## src/rtl/imem_loader.sv

```systemverilog
// imem_loader: parses framed UART byte images into little-endian IMEM words,
// holding the CPU in reset while a load is in progress or after a failed load.
module imem_loader #(
    parameter int          NUM_WORDS_IMEM = 8192,
    parameter logic [29:0] BASE_WADDR     = 30'h0,
    parameter logic [7:0]  SYNC_BYTE      = 8'hA5,
    parameter int          TIMEOUT_CYC    = 1000000
) (
    input  logic        clk,
    input  logic        arst_n,
    input  logic        rx_vld,
    input  logic [7:0]  rx_dat,
    output logic        imem_cpu_rstn,
    output logic        imem_we,
    output logic [29:0] imem_waddr,
    output logic [31:0] imem_wdat,
    output logic        busy,
    output logic        done,
    output logic        err,
    output logic [1:0]  err_code,
    output logic [15:0] words_loaded
);
    localparam int TW = $clog2(TIMEOUT_CYC + 1);

    typedef enum logic [2:0] {IDLE, LEN0, LEN1, DATA, CSUM} state_t;

    state_t      state, state_nxt;
    logic [15:0] len, word_idx, n_len;
    logic [1:0]  byte_idx, fail_code;
    logic [23:0] wbuf;
    logic [7:0]  acc;
    logic [TW-1:0] tmo_cnt;
    logic        fail, ok, tmo_hit, start;

    assign n_len   = {rx_dat, len[7:0]};
    assign start   = state == IDLE && rx_vld && rx_dat == SYNC_BYTE;
    assign tmo_hit = state != IDLE && !rx_vld && tmo_cnt == TW'(TIMEOUT_CYC - 1);

    // An arriving byte always wins over a coincident timeout expiry.
    always_comb begin
        state_nxt = state;
        fail      = 1'b0;
        fail_code = 2'd0;
        ok        = 1'b0;
        if (tmo_hit) begin
            fail      = 1'b1;
            fail_code = 2'd2;
            state_nxt = IDLE;
        end else if (rx_vld) begin
            case (state)
                IDLE: state_nxt = rx_dat == SYNC_BYTE ? LEN0 : IDLE;
                LEN0: state_nxt = LEN1;
                LEN1: begin
                    fail      = 32'(n_len) > 32'(NUM_WORDS_IMEM);
                    fail_code = fail ? 2'd1 : 2'd0;
                    state_nxt = fail ? IDLE : (n_len == 16'd0 ? CSUM : DATA);
                end
                DATA: state_nxt = (byte_idx == 2'd3 && word_idx == len - 16'd1) ? CSUM : DATA;
                CSUM: begin
                    ok        = rx_dat == acc;
                    fail      = !ok;
                    fail_code = ok ? 2'd0 : 2'd3;
                    state_nxt = IDLE;
                end
                default: state_nxt = IDLE;
            endcase
        end
    end

    always_ff @(posedge clk) begin
        if (!arst_n) begin
            state         <= IDLE;
            imem_cpu_rstn <= 1'b1;
            imem_we       <= 1'b0;
            imem_waddr    <= BASE_WADDR;
            imem_wdat     <= '0;
            busy          <= 1'b0;
            done          <= 1'b0;
            err           <= 1'b0;
            err_code      <= 2'd0;
            words_loaded  <= '0;
            len           <= '0;
            word_idx      <= '0;
            byte_idx      <= '0;
            wbuf          <= '0;
            acc           <= '0;
            tmo_cnt       <= '0;
        end else begin
            state   <= state_nxt;
            imem_we <= 1'b0;
            done    <= 1'b0;
            tmo_cnt <= (state == IDLE || rx_vld) ? '0 : tmo_cnt + 1'b1;
            if (start) begin
                imem_cpu_rstn <= 1'b0;
                busy          <= 1'b1;
                err           <= 1'b0;
                err_code      <= 2'd0;
                byte_idx      <= '0;
                word_idx      <= '0;
                acc           <= '0;
            end
            if (rx_vld && state == LEN0) len[7:0] <= rx_dat;
            if (rx_vld && state == LEN1) len[15:8] <= rx_dat;
            if (rx_vld && state == DATA) begin
                wbuf     <= {rx_dat, wbuf[23:8]};
                acc      <= acc ^ rx_dat;
                byte_idx <= byte_idx + 2'd1;
                if (byte_idx == 2'd3) begin
                    imem_we    <= 1'b1;
                    imem_wdat  <= {rx_dat, wbuf};
                    imem_waddr <= BASE_WADDR + 30'(word_idx);
                    word_idx   <= word_idx + 16'd1;
                end
            end
            if (fail) begin
                err      <= 1'b1;
                err_code <= fail_code;
                busy     <= 1'b0;
            end
            if (ok) begin
                done          <= 1'b1;
                words_loaded  <= len;
                imem_cpu_rstn <= 1'b1;
                busy          <= 1'b0;
            end
        end
    end
endmodule

```

## config.mk

```make
export PLATFORM = sky130hd
export DESIGN_NAME = imem_loader
export DESIGN_NICKNAME = d
export VERILOG_FILES = /design/src/rtl/imem_loader.sv
export SDC_FILE = /design/constraint.sdc
export NUM_CORES = 1
export LEC_CHECK = 0
export ABC_AREA = 1
export BUFFER_PORTS_ARGS = -buffer_cell sky130_fd_sc_hd__buf_2
export CAP_MARGIN = 20
export CORE_ASPECT_RATIO = 0.7
export CORE_MARGIN = 3
export CORE_UTILIZATION = 57
export CTS_CLUSTER_SIZE = 28
export DETAILED_ROUTE_END_ITERATION = 8
export PLACE_DENSITY = 0.91
export SETUP_SLACK_MARGIN = 0.1
export SLEW_MARGIN = 5
export SYNTH_ARGS = -nofsm -noshare
export SYNTH_HDL_FRONTEND = slang
export SYNTH_SLANG_ARGS = --single-unit
```

## constraint.sdc

```tcl
create_clock -name clk -period 2.6 [get_ports clk]
set_clock_uncertainty 0.15 [all_clocks]
set_input_delay 0.52 -clock clk [delete_from_list [all_inputs] [get_ports clk]]
set_output_delay 0.52 -clock clk [all_outputs]
set_load 0.03 [all_outputs]
```

Word level (Yosys, flattened, before mapping)
Cells that the tools add are included.
{ "word_totals": {"regBits": 160, "inputBits": 11, "out_inout_bits": 85, "word_cells": 83} }
{ "op_classes": {"n_lt_le_gt_ge": 1, "addsub": 4, "n_reduce_logical": 22, "eq_ne": 9, "mux": 28, "n_bitwise": 2} }
{ "op_table": {"columns": ["operator", "count"], "rows": [
  ["$mux W16", 3],
  ["$add A20 B1 Y20 const B", 1],
  ["$eq A20 B20 Y1 const B", 1],
  ["$add A16 B1 Y16 const B", 1],
  ["$eq A16 B16 Y1", 1],
  ["$gt A16 B14 Y1 const B", 1],
  ["$logic_not A16 Y1", 1],
  ["$mux W8", 2],
  ["$sub A16 B1 Y16 const B", 1],
  ["$mux W2", 6],
  ["$pmux W3 S4", 1],
  ["$mux W1", 11],
  ["$mux W3", 3],
  ["$eq A8 B8 Y1", 1],
  ["$eq A8 B8 Y1 const B", 1],
  ["$logic_and A1 B1 Y1", 8],
  ["$xor A8 B8 Y8", 1],
  ["$eq A3 B2 Y1 const B", 2],
  ["$reduce_or A2 Y1", 3],
  ["$pmux W2 S2", 1],
  ["$reduce_and A2 Y1", 2],
  ["$reduce_bool A2 Y1", 2],
  ["$eq A3 B1 Y1 const B", 1],
  ["$eq A3 B3 Y1 const B", 1],
  ["9 further kinds", 10]
]} }

Logic depth before layout (Yosys ltp)
Gate-level depths: netlist (run 1).
{ "depth": {"depth_word": 6, "ltp_mapped": 16} }

Worst setup path after synthesis (run 1)
OpenSTA, ideal clock, no wires.
{ "synth_timing": {"kind": "input-to-reg", "startpoint": "input port rx_dat[2]", "endpoint": "register words_loaded[10]", "path_stages": 9, "slack_ns": 0.734, "path_buffers": 1, "t_arrival_ns": 1.603, "required_time_ns": 2.337, "path_cell_list": "xor2_1 > nor4_1 > nand2_1 > nor3_1 > or2_1 > inv_2 > buf_6 > nand2_1 > nand2_1"} }
{ "synth_via": {"elab_chain_cells": 4} }
{ "synth_lines": {"columns": ["item", "line_no", "rtl"], "rows": [
  ["from (decl)", "12", "input logic [7:0] rx_dat,"],
  ["$eq A8 B8 Y1", "60", "ok = rx_dat == acc;"],
  ["$mux W1", "50", "case (state)"],
  ["$mux W1", "49", "end else if (rx_vld) begin"],
  ["$mux W1", "45", "if (tmo_hit) begin"],
  ["to (signal assigned)", "122", "words_loaded <= len;"],
  ["to (decl)", "21", "output logic [15:0] words_loaded"]
]} }
Every way passes these cells.
A chain may end at the register's enable or synchronous reset.

Worst setup path in the final report (run 1)
{ "layout_timing": {"startpoint": "register len[0]", "endpoint": "register state[1]"} }
{ "layout_via": {"elab_chain_cells": 5, "elab_cells_between_ends": 9} }
{ "layout_lines": {"columns": ["item", "line_no", "rtl"], "rows": [
  ["from (decl)", "28", "logic [15:0] len, word_idx, n_len;"],
  ["from (signal assigned)", "102", "if (rx_vld && state == LEN0) len[7:0] <= rx_dat;"],
  ["$sub A16 B1 Y16", "58", "DATA: state_nxt = (byte_idx == 2'd3 && word_idx == len - 16'd1) ? CSUM : DATA;"],
  ["$eq A16 B16 Y1", "58", null],
  ["$logic_and A1 B1 Y1", "58", null],
  ["$mux W3", "58", null],
  ["$pmux W3 S4 (*)", "50", null],
  ["to (signal assigned)", "89", "state <= state_nxt;"],
  ["to (decl)", "27", "state_t state, state_nxt;"]
]} }
Mark *: on every way between the ends. The rest lies on a longest branch, timed or not.

==> results of run 1 <==
==> worst max-delay path, cell delays in order (launching register included) <==
cell and delay (ps):
dfxtp_1 460, inv_1 110, ha_1 240, nand2_1 160, inv_1 100, nand3_1 80, nand2_1 70, nand2_1 80
nand3_1 80, nor2_1 200, nand2_1 90, nand2_1 100, nand3_1 90, nand2_1 70, a21oi_1 60
==> cell type report <==
cell class | count | area (um^2)
fill | 886 | 3420
sequential | 160 | 3200
multi-input combinational | 623 | 3080
timing repair buffer | 96 | 518
clock buffer | 17 | 425
inverter | 109 | 412
tap | 153 | 191
clock inverter | 15 | 169
==> power groups by stage <==
stage               clock [W]  sequential [W]  combinational (W)
finish                0.00254         0.00245           0.000124
global route          0.00266         0.00245           0.000133
CTS                   0.00255         0.00245           0.000120
detailed placement          0         0.00251           0.000119
global placement            0         0.00251           0.000118
floorplan                   0         0.00251           0.000100
==> logic make-up (layout without fill, tap and decap cells) <==
family / after synthesis / after routing / synth area share [%]
xor+xnor: 21 / 21 / 2.66
other cells: 1 / 14 / 0.0543
fa+ha+maj: 4 / 4 / 0.724
compound gates: 197 / 197 / 15.0
simple gates: 387 / 387 / 25.4
flops: 160 / 160 / 46.4
buf+inv: 158 / 237 / 9.85
==> per-stage QoR <==
stage / power, W / util [%] / hold WS (ps)
2_1_floorplan: 0.00261 / - / 268
3_3_place_gp: 0.00262 / 64.8 / 275
3_5_place_dp: 0.00263 / 64.8 / 285
4_1_cts: 0.00512 / 70.1 / 274
5_1_grt: 0.00524 / 70.1 / 294
6_report: 0.00512 / 70.1 / 286
==> state kept, by name, indices dropped and copies added, names as in the netlist, 8 cells and up <==
| register | flops |
|---|---|
| imem_wdat | 32 |
| words_loaded | 16 |
| acc | 8 |
| wbuf | 24 |
| imem_waddr | 16 |
| len | 16 |
| tmo_cnt | 20 |
| word_idx | 16 |
==> cells in the final DEF, fill, tap and decap left out, types with 7 or more instances in the layout <==
| master | instances |
|---|---|
| nand2_1 | 203 |
| dfxtp_1 | 160 |
| inv_1 | 100 |
| a21oi_1 | 88 |
| buf_2 | 81 |
| o21ai_0 | 80 |
| nor2_1 | 66 |
| nand3_1 | 49 |
| nand4_1 | 17 |
| xor2_1 | 17 |
| clkbuf_16 | 17 |
| buf_4 | 15 |
| conb_1 | 14 |
| o21ai_1 | 13 |
| nor3_1 | 12 |
| inv_2 | 7 |
| nor2_4 | 7 |
| inv_6 | 7 |
==> final timing paths <==
check,end,cells after the start
hold reg to reg,imem_wdat[2]$_SDFFE_PN0P_,2
setup / recovery,state[1]$_SDFFE_PP0P_,14
setup reg to reg,state[1]$_SDFFE_PP0P_,14
hold / removal,acc[6]$_SDFFE_PN0P_,4
==> routing by layer <==
layer	vias to the layer above	GRT usage, %	share of wire (%)
met1	2980	38.1	44
met4	0	8.21	1.4
li1	3157	-	-
met2	307	40.9	44
met5	-	0	0
met3	31	8.91	10
==> out/qor.yml, run 1 <==
numCtsBuffers: 17
ios: 96
reg2reg_slack_ps: 360
clkLatencyLatePin_ps: 440
fin_area_mm2: 0.00799
period_needed_ps: 2240
wl_mm: 18.2
synth_top_cells_by_count: "nand2_1, dfxtp_1, inv_1"
synth.avg_cell_area_um2: 7.45
instances_no_fill: 1173
grt_pass1_wl_mm: 29.5
wl_per_cell_um: 15.5
die_h_um: 98.1
die_area_mm2: 0.0135
first_pass_iters: 5
cts-root-buf: "clkbuf_16"
hold_viol: 0
antenna_found_initial: 0
synth.top_cells.by_area: "dfxtp_1, nand2_1, a21oi_1, o21ai_0, inv_1"
yosys_register_bits: 160
grt_usage_pct: 27.5
clock.fmax_mhz: 446
post_cts_buffers: 0
cts.sinks: 160
irDropWorstVdd_mv: 0.519
io_buffers: 81
drc: 0
start_util_pct: 60.6
tns_ps: 0
dp.cells: 1141
fp.dieW_um: 138
clk_path_buf_depth: 2
critical_path.endpoint_type: "register"
ctsResizeCount: 0
yosysUniqueCellTypes: 47
critPathLaunch: "len[0]$_SDFFE_PN0P_"
max_cap_viol_count: 0
fin_crit_sh_pct: 86.3
status: "finished, final reports clean"
hold_class: "in -> reg"
crit_type: "reg -> reg"
syn_area_mm2: 0.00691
grt_pass1_vias: 6041
num_antenna_cells: 0
syn2layout_area_growth_pct: 15.7
cp_data_arrival_time_ps: 2420
drt_iter0_drc: 592
overflow: 0
crit_fanout: 5
dpl_worst_slack_ps: 365
synth_cells: 928
synthFlopType: "dfxtp_1"
fin_ws_ps: 356
drv_slew: 0
async_flop_share_pct: 0
min_from: "rx_dat[6]"
cts_max_level: 4
setup_viol: 0
synth_seq_area_share_pct: 46.4
antenna_left: 0
cts_hold_buf: 0
grt_max_degree: 60
power_frac_clock_pct: 49.7
power_frac_comb_pct: 2.4
rsz0062_at_grt: "false"
place_area_mm2: 0.00740
switching_share_pct: 23.5
clkTransAtPathRegs_ps: 70
synth_top_cell_area_share_pct: 46.4
nets: 1022
viasPerCell: 5.52
layout-drive-gt1-share_pct: 15.8
maxSlewHeadroom_pct: 62.4
vias: 6475
tightestPinTransition_ps: 563
p_leak_nw: 3.50
design.core.area_mm2: 0.0114
num_rows: 32
crit_path_start_kind: "register"
crit_required_ps: 2770
internal_power_w: 0.00391
synth-edff-count: 0
powerDensity_mw_per_mm2: 640
dpl.hpwl_mm: 12.7
pwr-share-seq_pct: 47.9
cts_tree: "built"
p_sw_w: 0.00120
timing.rr.start: "len[0]$_SDFFE_PN0P_"
routabilityCongestion: 0.995
synth_most_common_cell: "nand2_1"
yosys.area.top_type: "dfxtp_1"
synth_warnings: 0
Note: power is estimated with default switching activity, not from simulation.
==> run 2, diff against run 1 <==
Settings changed: BUFFER_PORTS_ARGS -buffer_cell sky130_fd_sc_hd__buf_2 to -buffer_cell sky130_fd_sc_hd__buf_4.
==> run 2 against run 1 <==
  * Worst setup slack better by 49 ps
  * Hold slack worse by 38 ps
  * Combinational power up 3%
  * Via count down 0.34%
  * Non-clock buffer count down 3
  * Sequential power about the same
  * Clock power up 4%
  * Routed wire length down 3.0%
  * Register-to-register slack better by 50 ps
  * Critical path type unchanged
  * Largest cell class unchanged
==> out/qor.yml, run 2 (synthesized netlist as in run 1, its figures left out) <==
numCtsBuffers: 17  # unchanged
nets: 1019  # was 1,022
layout-drive-gt1-share_pct: 15.4  # was 15.8%
drc: 0  # unchanged
cp_slowest_cell: "dfxtp_1"  # unchanged
overflow: 0  # unchanged
cts.sinks: 160  # unchanged
antenna_left: 0  # unchanged
die_area_mm2: 0.0135  # unchanged
highest_layer: "met4"  # unchanged
largest_register_ffs: 32  # unchanged
hold_class: "in -> reg"  # unchanged
irDropWorstVdd_mv: 0.598  # was 0.519 mV
clkLatencyLatePin_ps: 430  # was 440 ps
final_cell_mix: "nand2_1, dfxtp_1, inv_1, buf_4, a21oi_1"  # was nand2_1, dfxtp_1, inv_1, a21oi_1, buf_2
num_rows: 32  # unchanged
wl_per_cell_um: 15.1  # was 15.5 um
reg2reg_to: "word_idx[14]$_SDFF_PN0_"  # was state[1]$_SDFFE_PP0P_
critical_path.endpoint_type: "register"  # unchanged
grt_usage_pct: 26.5  # was 27.5%
crit_type: "reg -> reg"  # unchanged
dp.cells: 1138  # was 1,141
fill_cells: 833  # was 886
min_from: "arst_n"  # was rx_dat[6]
power_w: 0.00521  # was 0.00512 W
syn2layout_area_growth_pct: 18.6  # was 15.7%
crit_fanout: 5  # unchanged
slowest_delay_ps: 450  # was 460 ps
post_cts_buffers: 0  # unchanged
die_h_um: 98.1  # unchanged
powerDensity_mw_per_mm2: 636  # was 640 mW/mm^2
cts-root-buf: "clkbuf_16"  # unchanged
wl_mm: 17.6  # was 18.2 mm
maxSlewHeadroom_pct: 54.0  # was 62.4%
tns_ps: 0  # unchanged
cts_tree: "built"  # unchanged
tightestPinTransition_ps: 688  # was 563 ps
io_buffers: 81  # unchanged
hold_viol: 0  # unchanged
reg2reg_depth: 9  # was 14
fp.dieW_um: 138  # unchanged
vias: 6453  # was 6,475
status: "finished, final reports clean"  # unchanged
rsz0062_at_grt: "false"  # unchanged
cts_max_level: 4  # unchanged
crit_required_ps: 2800  # was 2770 ps
wl_met1_mm: 7.98  # was 8.04 mm
largestRegisters: "imem_wdat x32, wbuf x24, tmo_cnt x20"  # unchanged
fin_util_pct: 71.8  # was 70.1%
clkTransAtPathRegs_ps: 70  # about the same
first_pass_iters: 7  # was 5
p_leak_nw: 3.51  # was 3.50 nW
cp_data_arrival_time_ps: 2400  # was 2420 ps
num_antenna_cells: 0  # unchanged
grt_pass1_wl_mm: 28.5  # was 29.5 mm
dr_wl_met3_mm: 1.66  # was 1.90 mm
grt_pass1_vias: 5832  # was 6,041
reg2reg_slack_ps: 410  # was 360 ps
max_cap_viol_count: 0  # unchanged
start_util_pct: 60.6  # unchanged
design.core.area_mm2: 0.0114  # unchanged
drt_iter0_drc: 642  # was 592
crit_path_start_kind: "register"  # unchanged
antenna_found_initial: 0  # unchanged
cp_cell_sequence: "ha_1 > nand2_1 > nor2_1 > nand4_1 > nor2_1 > nand2_1 > nor3_1 > o21ai_1 > a211oi_2"  # was inv_1 > ha_1 > nand2_1 > inv_1 > nand3_1 > nand2_1 > nand2_1 > nand3_1 > nor2_1 > nand2_1 > nand2_1 > nand3_1 > nand2_1 > a21oi_1
regMostFlops: "imem_wdat"  # unchanged
fin_ws_ps: 406  # was 356 ps
setup_viol: 0  # unchanged
instances_no_fill: 1170  # was 1,173
ios: 96  # unchanged
clk_path_buf_depth: 2  # unchanged
timing.rr.start: "word_idx[1]$_SDFF_PN0_"  # was len[0]$_SDFFE_PN0P_
drv_slew: 0  # unchanged
cts_hold_buf: 0  # unchanged
dpl_worst_slack_ps: 341  # was 365 ps
final_common_cell: "nand2_1"  # unchanged
ctsResizeCount: 0  # unchanged
crit_end: "word_idx[14]$_SDFF_PN0_"  # was state[1]$_SDFFE_PP0P_
clock.fmax_mhz: 456  # was 446 MHz
fin_crit_sh_pct: 84.4  # was 86.3%
critPathLaunch: "word_idx[1]$_SDFF_PN0_"  # was len[0]$_SDFFE_PN0P_
grt_max_degree: 60  # unchanged
period_needed_ps: 2190  # was 2240 ps
routabilityCongestion: 0.943  # was 0.995
viasPerCell: 5.52  # about the same
wl_met2_mm: 7.62  # was 7.99 mm
dpl.hpwl_mm: 12.2  # was 12.7 mm
==> run 2: cell type report <==
type	count	area (um^2)	area share (%)
flip-flops and latches	160	3200	39.1
multi-input cells	623	3080	37.5
repair buffers	93	698	8.52
clock buffers	19	443	5.40
inverters	109	412	5.02
well taps	153	191	2.34
clock inverters	13	175	2.14
==> run 2: how the worst min path moves through the flow <==
stage,endpoint,slack (ps),cells after the start
final,imem_wdat[27]$_SDFFE_PN0P_,250,3
after global routing,imem_wdat[27]$_SDFFE_PN0P_,260,3
after CTS,imem_wdat[27]$_SDFFE_PN0P_,250,3
after detailed placement,words_loaded[13]$_SDFFE_PN0P_,290,2
after global placement,tmo_cnt[0]$_SDFF_PP0_,280,1
after floorplan,tmo_cnt[0]$_SDFF_PP0_,270,1
==> run 2: report_power, final <==
group / internal, W / switching [W]
Clock: 0.00156 / 0.00107
Sequential: 0.00245 / 0.000000458
Combinational: 0.0000263 / 0.000102
Total: 0.00404 / 0.00117
==> run 2: metrics by stage <==
stage	cell area, um^2	hold slack [ps]
2_1_floorplan	6960	268
3_3_place_gp	7580	280
3_5_place_dp	7580	286
4_1_cts	8200	245
5_1_grt	8200	264
6_report	8200	248
==> run 2: metal layers <==
metal / vias to the layer above / global-route usage (%)
met2: 285 / 38.1
met4: 0 / 9.05
met5: - / 0
li1: 3148 / -
met3: 31 / 7.67
met1: 2989 / 38.0
==> run 2: critical path: cells and delay by family, from the launching register on <==
kind / cells / cell delay, ps
and+or+nand+nor: 6 / 1050
AOI/OAI and AO/OA: 2 / 250
adders and majority gates: 1 / 210
DFF: 1 / 450
